==> src/rtl/econet_pkg.sv <==
// Shared Econet line constants, controller states and the CRC-16/X.25 bit step.
// Used by both the transmit framer and the receiver.
package econet_pkg;

  localparam logic [7:0]  ECO_FLAG       = 8'h7E;
  localparam logic [15:0] FCS_INIT       = 16'hFFFF;
  localparam logic [15:0] FCS_POLY       = 16'h8408;
  localparam logic [15:0] FCS_GOOD       = 16'hF0B8;
  localparam int          ECO_ABORT_ONES = 8;

  typedef enum logic [2:0] {
    IDLE,
    OPEN,
    DATA,
    FCS,
    CLOSE,
    ABORT
  } eco_state_e;

  function automatic logic [15:0] fcs16_step(input logic [15:0] crc,
                                             input logic        b,
                                             input logic [15:0] poly);
    logic fb;
    fb = crc[0] ^ b;
    return fb ? ((crc >> 1) ^ poly) : (crc >> 1);
  endfunction

endpackage

==> src/rtl/econet_fcs16.sv <==
// Bit-serial CRC-16/X.25 (reflected). init presets the register, en folds one bit in.
module econet_fcs16
  import econet_pkg::*;
#(
  parameter logic [15:0] INIT = 16'hFFFF,
  parameter logic [15:0] POLY = 16'h8408
) (
  input  logic        clk_i,
  input  logic        rst_i,
  input  logic        init_i,
  input  logic        en_i,
  input  logic        bit_i,
  output logic [15:0] crc_o
);

  logic [15:0] crc_q, crc_d;

  always_comb begin
    crc_d = crc_q;
    if (init_i) begin
      crc_d = INIT;
    end else if (en_i) begin
      crc_d = fcs16_step(crc_q, bit_i, POLY);
    end
  end

  always_ff @(posedge clk_i or posedge rst_i) begin
    if (rst_i) begin
      crc_q <= '0;
    end else begin
      crc_q <= crc_d;
    end
  end

  assign crc_o = crc_q;

endmodule

==> src/rtl/econet_tx_framer.sv <==
// Econet HDLC frame transmitter: flags, bit-stuffed buffer bytes, inverted CRC-16/X.25, flag.
// Line outputs are registered, so the line runs one clock behind the controller state.
module econet_tx_framer #(
  parameter int          ADDR_WIDTH     = 11,
  parameter int          PREAMBLE_FLAGS = 1,
  parameter logic [15:0] FCS_INIT       = econet_pkg::FCS_INIT,
  parameter logic [15:0] FCS_POLY       = econet_pkg::FCS_POLY
) (
  input  logic                  econet_clk,
  input  logic                  valid_rst,
  input  logic                  tx_start,
  input  logic [ADDR_WIDTH-1:0] tx_base,
  input  logic [ADDR_WIDTH-1:0] tx_len,
  input  logic                  abort,
  output logic                  buf_rd,
  output logic [ADDR_WIDTH-1:0] buf_addr,
  input  logic [7:0]            buf_data,
  output logic                  tx_data,
  output logic                  tx_en,
  output logic                  busy,
  output logic                  done,
  output logic                  aborted,
  output logic                  err
);

  import econet_pkg::*;

  localparam logic [2:0] STUFF_RUN  = 3'd5;
  localparam logic [2:0] ABORT_LAST = 3'(ECO_ABORT_ONES - 1);
  localparam logic [3:0] FLAGS_LAST = 4'(PREAMBLE_FLAGS - 1);

  eco_state_e            state_q, state_d;
  logic [2:0]            bit_cnt_q, bit_cnt_d;
  logic [2:0]            ones_q, ones_d;
  logic [3:0]            flag_cnt_q, flag_cnt_d;
  logic [7:0]            sh_q, sh_d;
  logic [7:0]            nxt_q, nxt_d;
  logic [ADDR_WIDTH-1:0] rem_q, rem_d;
  logic [ADDR_WIDTH-1:0] addr_q, addr_d;
  logic                  rd_q, rd_d, rd_dly_q;
  logic                  fcs_hi_q, fcs_hi_d;
  logic                  tx_data_q, tx_data_d;
  logic                  tx_en_q, tx_en_d;
  logic                  done_q, done_d;
  logic                  aborted_q, aborted_d;
  logic                  err_q, err_d;
  logic                  done_pend_q, done_pend_d;
  logic                  abort_pend_q, abort_pend_d;
  logic                  crc_init, crc_en, load_byte, stuff_now;
  logic [15:0]           crc;

  econet_fcs16 #(
    .INIT(FCS_INIT),
    .POLY(FCS_POLY)
  ) u_fcs (
    .clk_i (econet_clk),
    .rst_i (valid_rst),
    .init_i(crc_init),
    .en_i  (crc_en),
    .bit_i (sh_q[0]),
    .crc_o (crc)
  );

  assign stuff_now = (ones_q == STUFF_RUN);

  always_comb begin
    state_d      = state_q;
    bit_cnt_d    = bit_cnt_q;
    ones_d       = ones_q;
    flag_cnt_d   = flag_cnt_q;
    sh_d         = sh_q;
    nxt_d        = rd_dly_q ? buf_data : nxt_q;
    rem_d        = rem_q;
    addr_d       = addr_q;
    rd_d         = 1'b0;
    fcs_hi_d     = fcs_hi_q;
    tx_data_d    = 1'b1;
    tx_en_d      = 1'b0;
    done_d       = 1'b0;
    aborted_d    = 1'b0;
    err_d        = 1'b0;
    done_pend_d  = 1'b0;
    abort_pend_d = 1'b0;
    crc_init     = 1'b0;
    crc_en       = 1'b0;
    load_byte    = 1'b0;

    case (state_q)
      IDLE: begin
        // End pulses line up with the clock that drops tx_en.
        done_d    = done_pend_q;
        aborted_d = abort_pend_q;
        if (tx_start && !tx_en_q) begin
          if (tx_len == '0) begin
            err_d = 1'b1;
          end else begin
            addr_d     = tx_base;
            rem_d      = tx_len;
            rd_d       = 1'b1;
            crc_init   = 1'b1;
            bit_cnt_d  = '0;
            flag_cnt_d = '0;
            ones_d     = '0;
            fcs_hi_d   = 1'b0;
            state_d    = OPEN;
          end
        end
      end

      OPEN: begin
        tx_en_d   = 1'b1;
        tx_data_d = ECO_FLAG[bit_cnt_q];
        ones_d    = '0;
        bit_cnt_d = bit_cnt_q + 3'd1;
        if (bit_cnt_q == 3'd7) begin
          if (flag_cnt_q == FLAGS_LAST) begin
            state_d   = DATA;
            load_byte = 1'b1;
          end else begin
            flag_cnt_d = flag_cnt_q + 4'd1;
          end
        end
      end

      DATA: begin
        tx_en_d = 1'b1;
        if (stuff_now) begin
          tx_data_d = 1'b0;
          ones_d    = '0;
        end else begin
          tx_data_d = sh_q[0];
          crc_en    = 1'b1;
          ones_d    = sh_q[0] ? ones_q + 3'd1 : 3'd0;
          sh_d      = {1'b0, sh_q[7:1]};
          bit_cnt_d = bit_cnt_q + 3'd1;
          if (bit_cnt_q == 3'd7) begin
            if (rem_q == '0) begin
              state_d = FCS;
            end else begin
              load_byte = 1'b1;
            end
          end
        end
      end

      FCS: begin
        tx_en_d = 1'b1;
        if (stuff_now) begin
          tx_data_d = 1'b0;
          ones_d    = '0;
        end else begin
          tx_data_d = ~crc[{fcs_hi_q, bit_cnt_q}];
          ones_d    = tx_data_d ? ones_q + 3'd1 : 3'd0;
          bit_cnt_d = bit_cnt_q + 3'd1;
          if (bit_cnt_q == 3'd7) begin
            if (fcs_hi_q) begin
              state_d = CLOSE;
            end else begin
              fcs_hi_d = 1'b1;
            end
          end
        end
      end

      CLOSE: begin
        // A run of five from the last FCS bit still owes its stuffed zero.
        tx_en_d = 1'b1;
        ones_d  = '0;
        if (stuff_now) begin
          tx_data_d = 1'b0;
        end else begin
          tx_data_d = ECO_FLAG[bit_cnt_q];
          bit_cnt_d = bit_cnt_q + 3'd1;
          if (bit_cnt_q == 3'd7) begin
            state_d     = IDLE;
            done_pend_d = 1'b1;
          end
        end
      end

      ABORT: begin
        tx_en_d   = 1'b1;
        tx_data_d = 1'b1;
        bit_cnt_d = bit_cnt_q + 3'd1;
        if (bit_cnt_q == ABORT_LAST) begin
          state_d      = IDLE;
          abort_pend_d = 1'b1;
        end
      end

      default: state_d = IDLE;
    endcase

    // Move the prefetched byte into the shifter and fetch the one after it.
    if (load_byte) begin
      sh_d  = nxt_q;
      rem_d = rem_q - 1'b1;
      if (rem_q > ADDR_WIDTH'(1)) begin
        rd_d   = 1'b1;
        addr_d = addr_q + 1'b1;
      end
    end

    // The first abort one replaces the bit that would have gone out this clock.
    if (abort && (state_q == OPEN || state_q == DATA || state_q == FCS)) begin
      state_d   = ABORT;
      tx_en_d   = 1'b1;
      tx_data_d = 1'b1;
      bit_cnt_d = 3'd1;
      ones_d    = '0;
      crc_en    = 1'b0;
      rd_d      = 1'b0;
      addr_d    = addr_q;
      sh_d      = sh_q;
      rem_d     = rem_q;
      fcs_hi_d  = fcs_hi_q;
    end
  end

  always_ff @(posedge econet_clk or posedge valid_rst) begin
    if (valid_rst) begin
      state_q      <= IDLE;
      bit_cnt_q    <= '0;
      ones_q       <= '0;
      flag_cnt_q   <= '0;
      sh_q         <= '0;
      nxt_q        <= '0;
      rem_q        <= '0;
      addr_q       <= '0;
      rd_q         <= 1'b0;
      rd_dly_q     <= 1'b0;
      fcs_hi_q     <= 1'b0;
      tx_data_q    <= 1'b1;
      tx_en_q      <= 1'b0;
      done_q       <= 1'b0;
      aborted_q    <= 1'b0;
      err_q        <= 1'b0;
      done_pend_q  <= 1'b0;
      abort_pend_q <= 1'b0;
    end else begin
      state_q      <= state_d;
      bit_cnt_q    <= bit_cnt_d;
      ones_q       <= ones_d;
      flag_cnt_q   <= flag_cnt_d;
      sh_q         <= sh_d;
      nxt_q        <= nxt_d;
      rem_q        <= rem_d;
      addr_q       <= addr_d;
      rd_q         <= rd_d;
      rd_dly_q     <= rd_q;
      fcs_hi_q     <= fcs_hi_d;
      tx_data_q    <= tx_data_d;
      tx_en_q      <= tx_en_d;
      done_q       <= done_d;
      aborted_q    <= aborted_d;
      err_q        <= err_d;
      done_pend_q  <= done_pend_d;
      abort_pend_q <= abort_pend_d;
    end
  end

  assign buf_rd   = rd_q;
  assign buf_addr = addr_q;
  assign tx_data  = tx_data_q;
  assign tx_en    = tx_en_q;
  assign busy     = (state_q != IDLE) || tx_en_q;
  assign done     = done_q;
  assign aborted  = aborted_q;
  assign err      = err_q;

endmodule
==> config.mk <==
export PLATFORM = sky130hd
export DESIGN_NAME = econet_tx_framer
export DESIGN_NICKNAME = d
export VERILOG_FILES = /design/src/rtl/econet_pkg.sv /design/src/rtl/econet_fcs16.sv /design/src/rtl/econet_tx_framer.sv
export SDC_FILE = /design/constraint.sdc
export NUM_CORES = 1
export LEC_CHECK = 0
export CAP_MARGIN = 40
export CORE_ASPECT_RATIO = 0.5
export CORE_MARGIN = 2
export CORE_UTILIZATION = 29
export DETAILED_ROUTE_END_ITERATION = 8
export PLACE_DENSITY = 0.52
export SYNTH_ARGS = -nofsm -noshare
export SYNTH_HDL_FRONTEND = slang
export SYNTH_HIERARCHICAL = 1
export SYNTH_SLANG_ARGS = --single-unit
==> constraint.sdc <==
create_clock -name econet_clk -period 2.5 [get_ports econet_clk]
set_input_delay 0.5 -clock econet_clk [delete_from_list [all_inputs] [get_ports econet_clk]]
set_output_delay 0.5 -clock econet_clk [all_outputs]
set_load 0.02 [all_outputs]
==> Word-level counts from Yosys, hierarchy flattened <==
Memories as Yosys holds them, arrays and structs flattened.
Cells that the tools add are included.
{ "totals": {"register_bits": 77, "rom_bits": 8, "inputBits": 34, "mem_count": 1} }
{ "classes": {"order_cmp": 3, "n_eq_ne": 27, "add_sub_neg": 5, "reduce_logical": 30, "bitwise_logic": 4, "muxes": 84} }
{ "memory_table": {"columns": ["memory", "depth", "width", "rd", "rd_clocked_by_memory_dff", "wr", "line", "rtl"], "rows": [
  ["(name not given)", 8, 1, 1, 0, 0, "econet_tx_framer.sv:172", "tx_data_d = ECO_FLAG[bit_cnt_q];"]
]} }
{ "op_table": {"columns": ["op", "n"], "rows": [
  ["$mux W11", 9],
  ["$mux W3", 22],
  ["$mux W16", 3],
  ["$mux W1", 35],
  ["$ne A3 B2 Y1 const B", 9],
  ["$mux W8", 3],
  ["$logic_not A11 Y1", 2],
  ["$pmux W3 S6", 1],
  ["$mux W4", 4],
  ["$ne A2 B2 Y1 const B", 8],
  ["$eq A3 B3 Y1 const B", 4],
  ["$pmux W3 S4", 1],
  ["$reduce_bool A2 Y1", 6],
  ["$add A11 B1 Y11 const B", 1],
  ["$gt A11 B1 Y1 const B", 1],
  ["$reduce_and A11 Y1", 1],
  ["$sub A11 B1 Y11 const B", 1],
  ["$ne A3 B3 Y1 const B", 3],
  ["$pmux W3 S3", 1],
  ["$pmux W4 S2", 1],
  ["$reduce_and A4 Y1", 2],
  ["$add A3 B1 Y3 const B", 2],
  ["$eq A3 B2 Y1 const B", 2],
  ["$reduce_and A3 Y1", 2],
  ["23 further kinds", 29]
]} }

==> Depth between registers and ports, before layout <==
Gate-level depths: netlist (run 1).
{ "depth": {"depth_word": 7, "ltp_mapped": 10, "ltp_nobuf": 9} }

==> Cells and area by module <==
The synthesis (run 1) kept the hierarchy.
{ "modules_own_cells": {"columns": ["module", "area_per_inst_um2", "cells_per_inst", "instances"], "rows": [
  ["econet_tx_framer", 3611.0, 380, 1],
  ["econet_fcs16", 724.4, 57, 1]
]} }

==> Worst setup path before layout (run 1) <==
No wires, ideal clock.
{ "synth_timing": {"kind": "reg2reg", "startpoint": "register rem_q[0]", "endpoint": "register state_q[0]", "path_slack_ns": 0.360, "t_arrival_ns": 2.013, "synth_period_minus_slack_ns": 2.140, "n_path_buf": 0, "stages_incl_launch_ff": 9, "cell_sequence": "dfrtp_1 inv_1 ha_1 nor3b_2 and3_4 nor4_1 o31a_1 a311oi_2 mux2_1"} }
{ "synth_via": {"elab_chain_len": 3} }
{ "synth_rtl": {"columns": ["item", "line", "rtl"], "rows": [
  ["start, declared", "econet_tx_framer.sv:38", "logic [ADDR_WIDTH-1:0] rem_q, rem_d;"],
  ["start signal, assigned", "econet_tx_framer.sv:247", "rem_q <= rem_d;"],
  ["$logic_not A11 Y1", "econet_tx_framer.sv:137", "if (rem_q == '0) begin"],
  ["$ne A3 B2 Y1 (no source line)", null, null],
  ["$reduce_and A11 Y1 (no source line)", null, null],
  ["end signal, assigned", "econet_tx_framer.sv:241", "state_q <= state_d;"],
  ["end, declared", "econet_tx_framer.sv:32", "eco_state_e state_q, state_d;"]
]} }
Every way passes these cells.
A chain may end at the register's enable or synchronous reset.

==> Worst setup path in the final report (run 1) <==
{ "layout_timing": {"startpoint": "register state_q[0]", "endpoint": "output port busy"} }
{ "layout_via": {"elab_chain_len": 2} }
{ "layout_rtl": {"columns": ["item", "line", "rtl"], "rows": [
  ["$reduce_bool A3 Y1", "econet_tx_framer.sv:266", "assign busy = (state_q != IDLE) || tx_en_q;"],
  ["$logic_or A1 B1 Y1", "econet_tx_framer.sv:266", null],
  ["end, declared", "econet_tx_framer.sv:20", "output logic busy,"]
]} }
Every way passes these cells.

==> results of run 1 <==
==> routing by layer <==
metal	part of all wire (%)	routed length [µm]	up-vias
li1	-	-	1746
met1	50	5320	1739
met2	46	4930	62
met3	3.8	405	2
met4	0.40	43	0
met5	0	0	-
==> path summary, 6_finish.rpt <==
path,slack [ps],startpoint,endpoint,depth (start not counted)
max,140,state_q[0],busy,3
min,410,buf_rd,rd_dly_q,0
max reg2reg,180,bit_cnt_q[2],buf_addr[6],6
min reg2reg,410,buf_rd,rd_dly_q,0
max in group asynchronous,1310,valid_rst,bit_cnt_q[0],3
min in group asynchronous,580,valid_rst,ones_q[1],2
==> per-stage QoR <==
step / area (µm²) / setup WS, ps
after floorplan: 4340 / 360
after global placement: 5250 / 30.4
after detailed placement: 5250 / -15.1
after CTS: 5540 / 73.3
after global routing: 5550 / 0.968
final: 5550 / 140
==> logic make-up (layout without fill, tap and decap cells) <==
group / count (synthesis) / count (layout)
simple gates: 154 / 154
compound gates: 121 / 121
flops: 77 / 77
buf+inv: 42 / 118
mux: 28 / 28
fa+ha+maj: 11 / 11
xor+xnor: 4 / 4
==> final cells by class <==
| cell class | instances | area (µm²) | share of cell area, % |
|---|---|---|---|
| clock buffer | 11 | 253 | 4.56 |
| clock inverter | 5 | 42.5 | 0.767 |
| inverter | 19 | 76.3 | 1.38 |
| multi-input combinational | 318 | 2220 | 40.1 |
| sequential | 77 | 1930 | 34.8 |
| tap | 198 | 248 | 4.47 |
| timing repair buffer | 83 | 776 | 14.0 |
==> registers in the layout (all words and copies together) (netlist names) <==
name,flops
nxt_q,8
fcs_hi_q,1
done_pend_q,1
tx_data,1
u_fcs/crc_o,16
done,1
tx_en,1
err,1
bit_cnt_q,3
buf_rd,1
ones_q,3
abort_pend_q,1
buf_addr,11
state_q,3
rem_q,11
aborted,1
rd_dly_q,1
sh_q,8
flag_cnt_q,4
==> worst max-delay path, stage by stage, from the launching register on <==
cell and delay (ps):
sky130_fd_sc_hd__dfrtp_1 530, sky130_fd_sc_hd__nor3_4 370, sky130_fd_sc_hd__nand2b_1 90, sky130_fd_sc_hd__clkdlybuf4s50_1 540
==> power by group through the flow <==
stage / logic, mW / registers (mW) / clock network (mW)
floorplan: 1.40 / 2.08 / 0
global placement: 2.15 / 2.12 / 0
detailed placement: 2.16 / 2.12 / 0
CTS: 2.18 / 2.10 / 1.31
global route: 2.40 / 2.17 / 1.37
finish: 2.16 / 2.10 / 1.27
==> layout by cell type (no fill, tap or decap), types with 12 or more instances in the layout <==
cell type                          n
sky130_fd_sc_hd__inv_1            16
sky130_fd_sc_hd__nor2b_1          17
sky130_fd_sc_hd__a21oi_1          32
sky130_fd_sc_hd__o21ai_0          30
sky130_fd_sc_hd__clkdlybuf4s50_1  51
sky130_fd_sc_hd__mux2_2           12
sky130_fd_sc_hd__nor2_1           23
sky130_fd_sc_hd__nand3_1          20
sky130_fd_sc_hd__a211o_1          16
sky130_fd_sc_hd__mux2i_1          13
sky130_fd_sc_hd__nand2_1          36
sky130_fd_sc_hd__dfrtp_1          76
sky130_fd_sc_hd__buf_4            30
==> what timing repair did <==
item,CTS,global route
setup endpoints to repair,0,7
hold buffers,0,0
resized for setup,0,1
endpoints found under the hold margin,0,0
==> impl_results.md, run 1 <==
* Path class of the lowest-slack min-delay path: reg2reg
* Count of routing violations after the opening detailed-route iteration at 277
* CTS sink cnt at 77
* Clk network pwr share at 23.0%
* Sort of element at the end of the critical path: output port
* Average instance area after synthesis at 9.92 µm²
* Slew at the pin closest to its max-slew limit at 612 ps
* Overall routed net length at 10,700 µm
* Tot Pwr at 5.54 mW
* Synthesis warning total at 6
* Floorplan die height at approximately 90 µm
* Multiplexer share of the synthesized area at 7.59%
* Reg power frac at between 30% and 40%
* Filler-free cell count of the finished design at 711
* Leak Pwr at roughly 2.2 nW
* Fin crit share at 94.4%
* Synth area leader: sky130_fd_sc_hd__dfrtp_1
* Adder and majority gate portion of the synthesized area at 3.17%
* Switch share at 37.9%
* Num CTS Buffers at 9
* Global-route wire length before repair at between 15,000 and 20,000 µm
* Grt met1 use at 20.0%
* Layout Skew at around 8 ps
* Global routing usage on met2 at 21.8%
* Final setup vio count at 0
* Data required time at the worst endpoint at 2000 ps
* Overall global routing resource usage at 14.3%
* Cell internal pwr at 3.44 mW
* Clock tree root buffer cell: sky130_fd_sc_hd__clkbuf_16
* Ant diodes at 0
* Combinational family with the most area after synthesis: simple AND/OR/NAND/NOR gates
* Detailed-route via count at 3,549
* Headroom to the max-slew limit at 59.2%
* Die footprint at between 15,000 and 20,000 µm²
* Net count after synthesis at 482
* Number of detailed-routing iterations run before antenna repair at 4
* Number of maximum-capacitance violations at 0
* Sw Pwr at around 2.1 mW
* Initial standard-cell utilization of the core at 29.8%
* Row count at 31
* Pin count of the biggest net entering global routing at 33
* Number of flip-flops and latches in the synthesized netlist at a little under 80
* Post-synth design cell area at between 4000 and 5000 µm²
* Initial antenna violation count at 0
* Post-synthesis to final-layout area growth at 27.9%
* Detailed placer's ending HPWL at 7840 µm
* Fin. max-slew vios at 0
* CP startpoint kind: register
* Mapped Cells at 437
* Cell types occupying the most area after synthesis: sky130_fd_sc_hd__dfrtp_1 44%, sky130_fd_sc_hd__a21oi_1 3.7%, sky130_fd_sc_hd__o21ai_0 3.5%, sky130_fd_sc_hd__a211o_1 3.2%, sky130_fd_sc_hd__ha_1 3.2%
* Nets@finish at 553
* WHS at 414 ps
* Number of ports placed on the die boundary at 52
* Post-Place Cells at 695
* Remaining global-route overflow at 0
* Number of enable flip-flop cells after synthesis at 0
* DR DRC count at 0
* Sum Neg Setup Slack at 0 ps
* Maximum net fanout on the critical path at 12
* Async set-or-reset flop fraction in the synthesized netlist at 100%
* Vias in the first global route at 3,512
* Post-detailed-route via-to-cell ratio at ~5
* Core area at 14,500 µm²
* Met3 track demand over resource at 4.04%
* Primary FF master, synth: sky130_fd_sc_hd__dfrtp_1
* Simple-gate share of the synthesized area at 20.0%
* Final Critical Period at approximately 2400 ps
* Peak Freq at 424 MHz
* Area share of the largest cell type after synthesis at 43.9%
* Clock transition at path regs at 60 ps
* Count leader, synth: sky130_fd_sc_hd__dfrtp_1
* Compound-cell area share of the yosys netlist at between 10% and 20%
* Ratio of cells with drive above 1 in the final layout at 16.2%
* Status: completed
* Utilization of the core after routing at 38.1%
* CTS tree: done
* Per-cell routed wire length at approximately 15 µm
* Most congested layer reported by global routing: met2
* Ratio of total power to cell area at roughly 1000 nW/µm²
* Combinational cell fraction of total power at between 30% and 40%
* Number of antenna-violating nets in the routed design at 0
* Number of filler cells placed in the layout at roughly 1,500
* Buffers on Ports at 51
* Number of distinct library cells after synthesis at 69
* Skew-Pair Late Insertion Delay at roughly 330 ps
* Longest Clk Path Bufs at 2
* Final Hold Vio Count at 0
* Xor and xnor area share after synthesis at between 1.5 and 2%
* Die W at 177 µm
* # Post-CTS Setup Buffers at 0
* RSZ-0062 raised after global routing: false
* Maximum VDD drop at 375 µV
* CP arrival at ~1900 ps
* Critical setup path kind: reg2out
* H-Tree Level Count at 3
* Portion of the post-synthesis area used by sequential elements at 44.5%
* Top cells by count, synth: 76 x sky130_fd_sc_hd__dfrtp_1, 36 x sky130_fd_sc_hd__nand2_1, 32 x sky130_fd_sc_hd__a21oi_1
* Routability-driven placement congestion ratio at 0.879
Power figures use the tool's default switching activity.
==> run 2, diff against run 1 <==
- CORE_ASPECT_RATIO: 0.5 -> default
- SYNTH_HIERARCHICAL: 1 -> default
==> impl_results.md, run 2 <==
* Status: completed
* Number of ports placed on the die boundary at 52
* Combinational family with the most area after synthesis: simple AND/OR/NAND/NOR gates
* Final Hold Vio Count at 0
* Final Critical Period at 2320 ps
* Overall routed net length at ~11,000 µm
* Maximum VDD drop at between 400 and 500 µV
* Detailed placer's ending HPWL at 7900 µm
* Number of maximum-capacitance violations at 0
* Number of flip-flops and latches in the synthesized netlist at 77
* Routability-driven placement congestion ratio at roughly 0.84
* Count of routing violations after the opening detailed-route iteration at 225
* Detailed-route via count at 3,585
* Die footprint at 15,600 µm²
* DP Worst Slack at 53.7 ps
* Most Frequent Cell on Critical Path: sky130_fd_sc_hd__ha_1
* Sw Pwr at 2.19 mW
* Number of detailed-routing iterations run before antenna repair at 5
* Number of logic stages on the critical path including buffering at 8
* Cell type of the slowest stage on the worst timing path: sky130_fd_sc_hd__dfrtp_1
* Count leader, synth: sky130_fd_sc_hd__dfrtp_1
* Reg power frac at roughly 38%
* Path class of the lowest-slack min-delay path: reg2reg
* Max FFs per register at 16
* Adder and majority gate portion of the synthesized area at ~3.3%
* Filler-free cell count of the finished design at 702
* Nets@finish at 558
* Multiplexer share of the synthesized area at 9.59%
* Register-to-Register Path Depth at 8
* Number of enable flip-flop cells after synthesis at 0
* CTS tree: done
* Critical setup path kind: reg2reg
* Initial antenna violation count at 0
* CP arrival at 2560 ps
* CP startpoint kind: register
* Overall global routing resource usage at 14.9%
* Per-cell routed wire length at 15.8 µm
* Number of antenna-violating nets in the routed design at 0
* Data required time at the worst endpoint at between 2000 and 3000 ps
* CTS sink cnt at slightly below 80
* Reg-to-reg startpoint: bit_cnt_q[0]
* Max stage delay on crit path at 380 ps
* Combinational cell fraction of total power at 39.5%
* Area share of the largest cell type after synthesis at 45.0%
* Cell types occupying the most area after synthesis: sky130_fd_sc_hd__dfrtp_1 45%, sky130_fd_sc_hd__nand2_1 5.8%, sky130_fd_sc_hd__mux2i_1 4.3%, sky130_fd_sc_hd__nand3_1 4.3%, sky130_fd_sc_hd__mux2_2 3.7%
* Row count at 44
* Worst setup path endpoint: buf_addr[2]
* Simple-gate share of the synthesized area at 21.9%
* # Post-CTS Setup Buffers at 0
* Fin crit share at 93.0%
* Clock tree root buffer cell: sky130_fd_sc_hd__clkbuf_16
* Headroom to the max-slew limit at 69.1%
* Mapped Cells at 436
* DR DRC count at 0
* Compound-cell area share of the yosys netlist at roughly 15%
* Buffers on Ports at 51
* Cell internal pwr at ~3.7 mW
* Crit path setup slack, layout at approximately 180 ps
* Sort of element at the end of the critical path: register
* Peak Freq at 430 MHz
* Origin of the worst setup path: bit_cnt_q[0]
* Layout Skew at roughly 6.2 ps
* Post-synth design cell area at 4230 µm²
* Primary FF master, synth: sky130_fd_sc_hd__dfrtp_1
* Post-synthesis to final-layout area growth at 30.1%
* Core area at ~14,000 µm²
* Remaining global-route overflow at 0
* Synthesis warning total at 0
* Pin count of the biggest net entering global routing at 78
* Initial standard-cell utilization of the core at 29.4%
* Clk network pwr share at 22.6%
* Top cells by count, synth: 76 x sky130_fd_sc_hd__dfrtp_1, 65 x sky130_fd_sc_hd__nand2_1, 36 x sky130_fd_sc_hd__nand3_1
* Ratio of total power to cell area at 1070 nW/µm²
* Net count after synthesis at 481
* RSZ-0062 raised after global routing: false
* Commonest non-fill, non-tap cells in the layout: 76 x sky130_fd_sc_hd__dfrtp_1, 65 x sky130_fd_sc_hd__nand2_1, 50 x sky130_fd_sc_hd__clkdlybuf4s50_1, 36 x sky130_fd_sc_hd__nand3_1, 35 x sky130_fd_sc_hd__buf_4
* Synth area leader: sky130_fd_sc_hd__dfrtp_1
* H-Tree Level Count at 3
* Post-detailed-route via-to-cell ratio at 5.11
* Most common cell after layout, fill and taps aside: sky130_fd_sc_hd__dfrtp_1
* Post-Place Cells at 686
* Maximum net fanout on the critical path at 7
* Die W at 125 µm
* Leak Pwr at 2.32 nW
* Clock transition at path regs at 60 ps
* Number of buffers inserted by hold repair at cts at 0
* Global-route wire length before repair at 18,600 µm
* Async set-or-reset flop fraction in the synthesized netlist at 100%
* Vias in the first global route at approximately 3,700
* Tot Pwr at 5.89 mW
* Ordered list of cells on the worst path: ha_1 -> ha_1 -> and4bb_1 -> a211o_1 -> o211a_1 -> o21ai_2 -> inv_2 -> o221a_1
* Num CTS Buffers at 9
* Portion of the post-synthesis area used by sequential elements at between 40% and 50%
* Final setup vio count at 0
* Longest Clk Path Bufs at 2
* Xor and xnor area share after synthesis at 1.04%
* Critical register-to-register path endpoint: buf_addr[2]
* Number of distinct library cells after synthesis at 57
* Combined buffer and inverter count along the critical path at 1
* Ratio of cells with drive above 1 in the final layout at ~17%
* Slew at the pin closest to its max-slew limit at around 460 ps
* Floorplan die height at 125 µm
* WHS at roughly 440 ps
* Fin. max-slew vios at 0
* Switch share at 37.1%
* Worst R2R Setup Slack at around 180 ps
* Sum Neg Setup Slack at 0 ps
* Average instance area after synthesis at 9.70 µm²
* Skew-Pair Late Insertion Delay at 350 ps
* Cell family contributing the most delay on the critical path: compound AO/OA/AOI/OAI gates
* Ant diodes at 0
-- run 2: cell count changes after synthesis, moves of 8 or more --
| cell | delta |
|---|---|
| sky130_fd_sc_hd__nand2_1 | +29 |
| sky130_fd_sc_hd__nor2b_1 | -16 |
| sky130_fd_sc_hd__a211o_1 | -13 |
| sky130_fd_sc_hd__o221ai_1 | +8 |
| sky130_fd_sc_hd__or3_1 | +8 |
| sky130_fd_sc_hd__nand3_1 | +16 |
| sky130_fd_sc_hd__o21ai_0 | -16 |
| sky130_fd_sc_hd__a21oi_1 | -27 |
-- run 2: worst min-delay path by stage --
stage,startpoint,endpoint,slack [ps],cells after the start
2_1_floorplan,abort_pend_q,aborted,460,1
3_3_place_gp,buf_rd,rd_dly_q,420,0
3_5_place_dp,buf_rd,rd_dly_q,430,0
4_1_cts,buf_rd,rd_dly_q,440,0
5_1_grt,buf_rd,rd_dly_q,450,0
6_report,buf_rd,rd_dly_q,440,0
-- run 2: cell families after synthesis --
family          Yosys count
compound gates           80
buf+inv                  40
fa+ha+maj                11
simple gates            188
xor+xnor                  5
flops                    77
mux                      35
-- run 2: power by group through the flow --
| stage | clock network [mW] | registers [mW] | logic (mW) |
|---|---|---|---|
| 3_3_place_gp | 0 | 2.24 | 2.28 |
| 2_1_floorplan | 0 | 2.25 | 1.38 |
| 5_1_grt | 1.43 | 2.32 | 2.59 |
| 6_report | 1.33 | 2.24 | 2.33 |
| 4_1_cts | 1.38 | 2.23 | 2.34 |
| 3_5_place_dp | 0 | 2.25 | 2.33 |
-- run 2: cell type report --
type	instances	area (µm²)
well taps	184	230
clock inverters	7	75.1
flip-flops and latches	77	1930
multi-input cells	319	2150
repair buffers	89	832
clock buffers	9	225
inverters	17	63.8
fillers	1426	8860
-- run 2: what timing repair did --
item,4_1_cts,5_1_grt
setup endpoints to repair,1,2
cloned,0,0
resized for setup,1,2
-- run 2: metal layers --
metal | vias to the layer above | share of wire [%] | GRT usage [%]
met5 | - | 0 | 0
met4 | 0 | 1.4 | 4.96
met3 | 12 | 4.5 | 3.82
met2 | 90 | 46 | 23.2
met1 | 1731 | 48 | 20.2
li1 | 1752 | - | -
-- run 2: per-stage QoR --
step | utilization, % | instance area (µm²)
global route | 38.3 | 5500
global placement | 36.2 | 5190
floorplan | - | 4230
detailed placement | 36.2 | 5190
CTS | 38.2 | 5490
finish | 38.3 | 5500
==> run 3, diff against run 2 <==
- RECOVER_POWER: default -> 50
==> impl_results.md, run 3 (synthesis results as in run 2) <==
* Status: completed
* RSZ-0062 raised after global routing: false
* Post-Place Cells at between 600 and 700
* Overall routed net length at 11,100 µm
* Combinational cell fraction of total power at 39.5%
* Final Hold Vio Count at 0
* Headroom to the max-slew limit at between 20 and 30%
* Final setup vio count at 0
* Count of routing violations after the opening detailed-route iteration at approximately 230
* Sum Neg Setup Slack at 0 ps
* Tot Pwr at approximately 5.9 mW
* Leak Pwr at 2.31 nW
* Post-detailed-route via-to-cell ratio at 5.12
* Commonest non-fill, non-tap cells in the layout: 76 x sky130_fd_sc_hd__dfrtp_1, 65 x sky130_fd_sc_hd__nand2_1, 49 x sky130_fd_sc_hd__clkdlybuf4s50_1, 36 x sky130_fd_sc_hd__nand3_1, 35 x sky130_fd_sc_hd__buf_4
* Filler-free cell count of the finished design at 702
* Buffers on Ports at 51
* Switch share at 37.2%
* Cell area after layout at 5490 µm²
* Number of detailed-routing iterations run before antenna repair at 4
* Die W at 125 µm
* Clk network pwr share at 22.6%
* Slew at the pin closest to its max-slew limit at 1090 ps
* Detailed-route via count at 3,591
* Nets@finish at 558
* Skew-Pair Late Insertion Delay at between 300 and 400 ps
* Post-synthesis to final-layout area growth at 29.9%
* Detailed placer's ending HPWL at 7900 µm
* Num CTS Buffers at 9
* Placed cell area at between 5000 and 6000 µm²
* Path class of the lowest-slack min-delay path: reg2reg
* Ordered list of cells on the worst path: ha_1 -> ha_1 -> and4bb_1 -> a211o_1 -> o211a_1 -> o21ai_2 -> inv_2 -> o221a_1
* Number of maximum-capacitance violations at 0
* Longest Clk Path Bufs at 2
* Peak Freq at 431 MHz
* Number of filler cells placed in the layout at between 1,000 and 1,500
* CP startpoint kind: register
* Critical setup path kind: reg2reg
* Cell internal pwr at between 3 and 4 mW
* CTS tree: done
* CTS sink cnt at 77
* Die footprint at ~16,000 µm²
* Ratio of cells with drive above 1 in the final layout at 16.6%
* Global-route wire length before repair at about 19,000 µm
* Reg power frac at 37.9%
* # Post-CTS Setup Buffers at 0
* Fin crit share at 92.9%
* Per-cell routed wire length at approximately 16 µm
* Ant diodes at 0
* Floorplan die height at 125 µm
* Most Frequent Cell on Critical Path: sky130_fd_sc_hd__ha_1
* Initial standard-cell utilization of the core at approximately 29%
* Combined buffer and inverter count along the critical path at 1
* Vias in the first global route at 3,696
* Data required time at the worst endpoint at ~2700 ps
* Row count at 44
* Layout Skew at between 6 and 7 ps
* Ratio of total power to cell area at 1070 nW/µm²
* H-Tree Level Count at 3
* Fin. max-slew vios at 0
* Clock tree root buffer cell: sky130_fd_sc_hd__clkbuf_16
* Sort of element at the end of the critical path: register
* Clock transition at path regs at approximately 60 ps
* Number of ports placed on the die boundary at 52
* Max stage delay on crit path at ~380 ps
* DR DRC count at 0
* Final Critical Period at between 2000 and 2500 ps
* Overall global routing resource usage at 14.9%
* Initial antenna violation count at 0
* Maximum net fanout on the critical path at 7
* Pin count of the biggest net entering global routing at between 70 and 80
* Cell type of the slowest stage on the worst timing path: sky130_fd_sc_hd__dfrtp_1
* Sw Pwr at approximately 2.2 mW
* Cell family contributing the most delay on the critical path: compound AO/OA/AOI/OAI gates
* Maximum VDD drop at 482 µV
* Number of antenna-violating nets in the routed design at 0
* Core area at 14,400 µm²
* Max FFs per register at 16
* CP arrival at roughly 2600 ps
* Most common cell after layout, fill and taps aside: sky130_fd_sc_hd__dfrtp_1
* Remaining global-route overflow at 0
* Routability-driven placement congestion ratio at 0.835
## run 3: per-layer routing
layer,wire length (µm),global-route usage (%)
met3,500,3.82
met5,0,0
met4,150,4.96
met1,5330,20.2
met2,5080,23.2
## run 3: worst reg2reg max path, stage by stage, from the launching register on
cell	delay (ps)
sky130_fd_sc_hd__dfrtp_1	380
sky130_fd_sc_hd__ha_1	210
sky130_fd_sc_hd__ha_1	190
sky130_fd_sc_hd__and4bb_1	250
sky130_fd_sc_hd__a211o_1	330
sky130_fd_sc_hd__o211a_1	320
sky130_fd_sc_hd__o21ai_2	180
sky130_fd_sc_hd__inv_2	100
sky130_fd_sc_hd__o221a_1	240
## run 3: stage by stage
| stage | hold slack, ps | util (%) | worst slack, ps |
|---|---|---|---|
| 6_report | 446 | 38.2 | 177 |
| 5_1_grt | 453 | 38.2 | 19.6 |
| 4_1_cts | 441 | 38.2 | 142 |
| 3_5_place_dp | 432 | 36.2 | 53.7 |
| 3_3_place_gp | 419 | 36.2 | 74.2 |
| 2_1_floorplan | 459 | - | 35.0 |
## run 3: power by group through the flow
stage                     Clock, mW  Sequential, mW  Combinational (mW)
after floorplan                   0            2.25                1.38
after global placement            0            2.24                2.28
after detailed placement          0            2.25                2.33
after CTS                      1.38            2.23                2.34
after global routing           1.43            2.32                2.58
final                          1.33            2.23                2.32
## run 3: final cells by class
type                       instances  area [µm²]  area share [%]
inverter                          17        63.8            1.16
clock buffer                       9         225            4.10
sequential                        77        1930            35.1
clock inverter                     7        75.1            1.37
multi-input combinational        319        2150            39.1
tap                              184         230            4.19
timing repair buffer              89         820            14.9
## run 3: final timing paths
check | slack [ps] | startpoint | cells past startpoint | endpoint
min in group asynchronous | 950 | valid_rst | 3 | ones_q[1]
max in group asynchronous | 840 | valid_rst | 3 | done
worst max-delay path | 180 | bit_cnt_q[0] | 8 | buf_addr[2]
worst max register to register | 180 | bit_cnt_q[0] | 8 | buf_addr[2]
worst min register to register | 450 | buf_rd | 0 | rd_dly_q
worst min-delay path | 450 | buf_rd | 0 | rd_dly_q
## run 3: repair_timing
action | in CTS | in global routing
hold buffers | 0 | 0
endpoints found under the setup margin | 1 | 2
gates resized for setup | 1 | 2
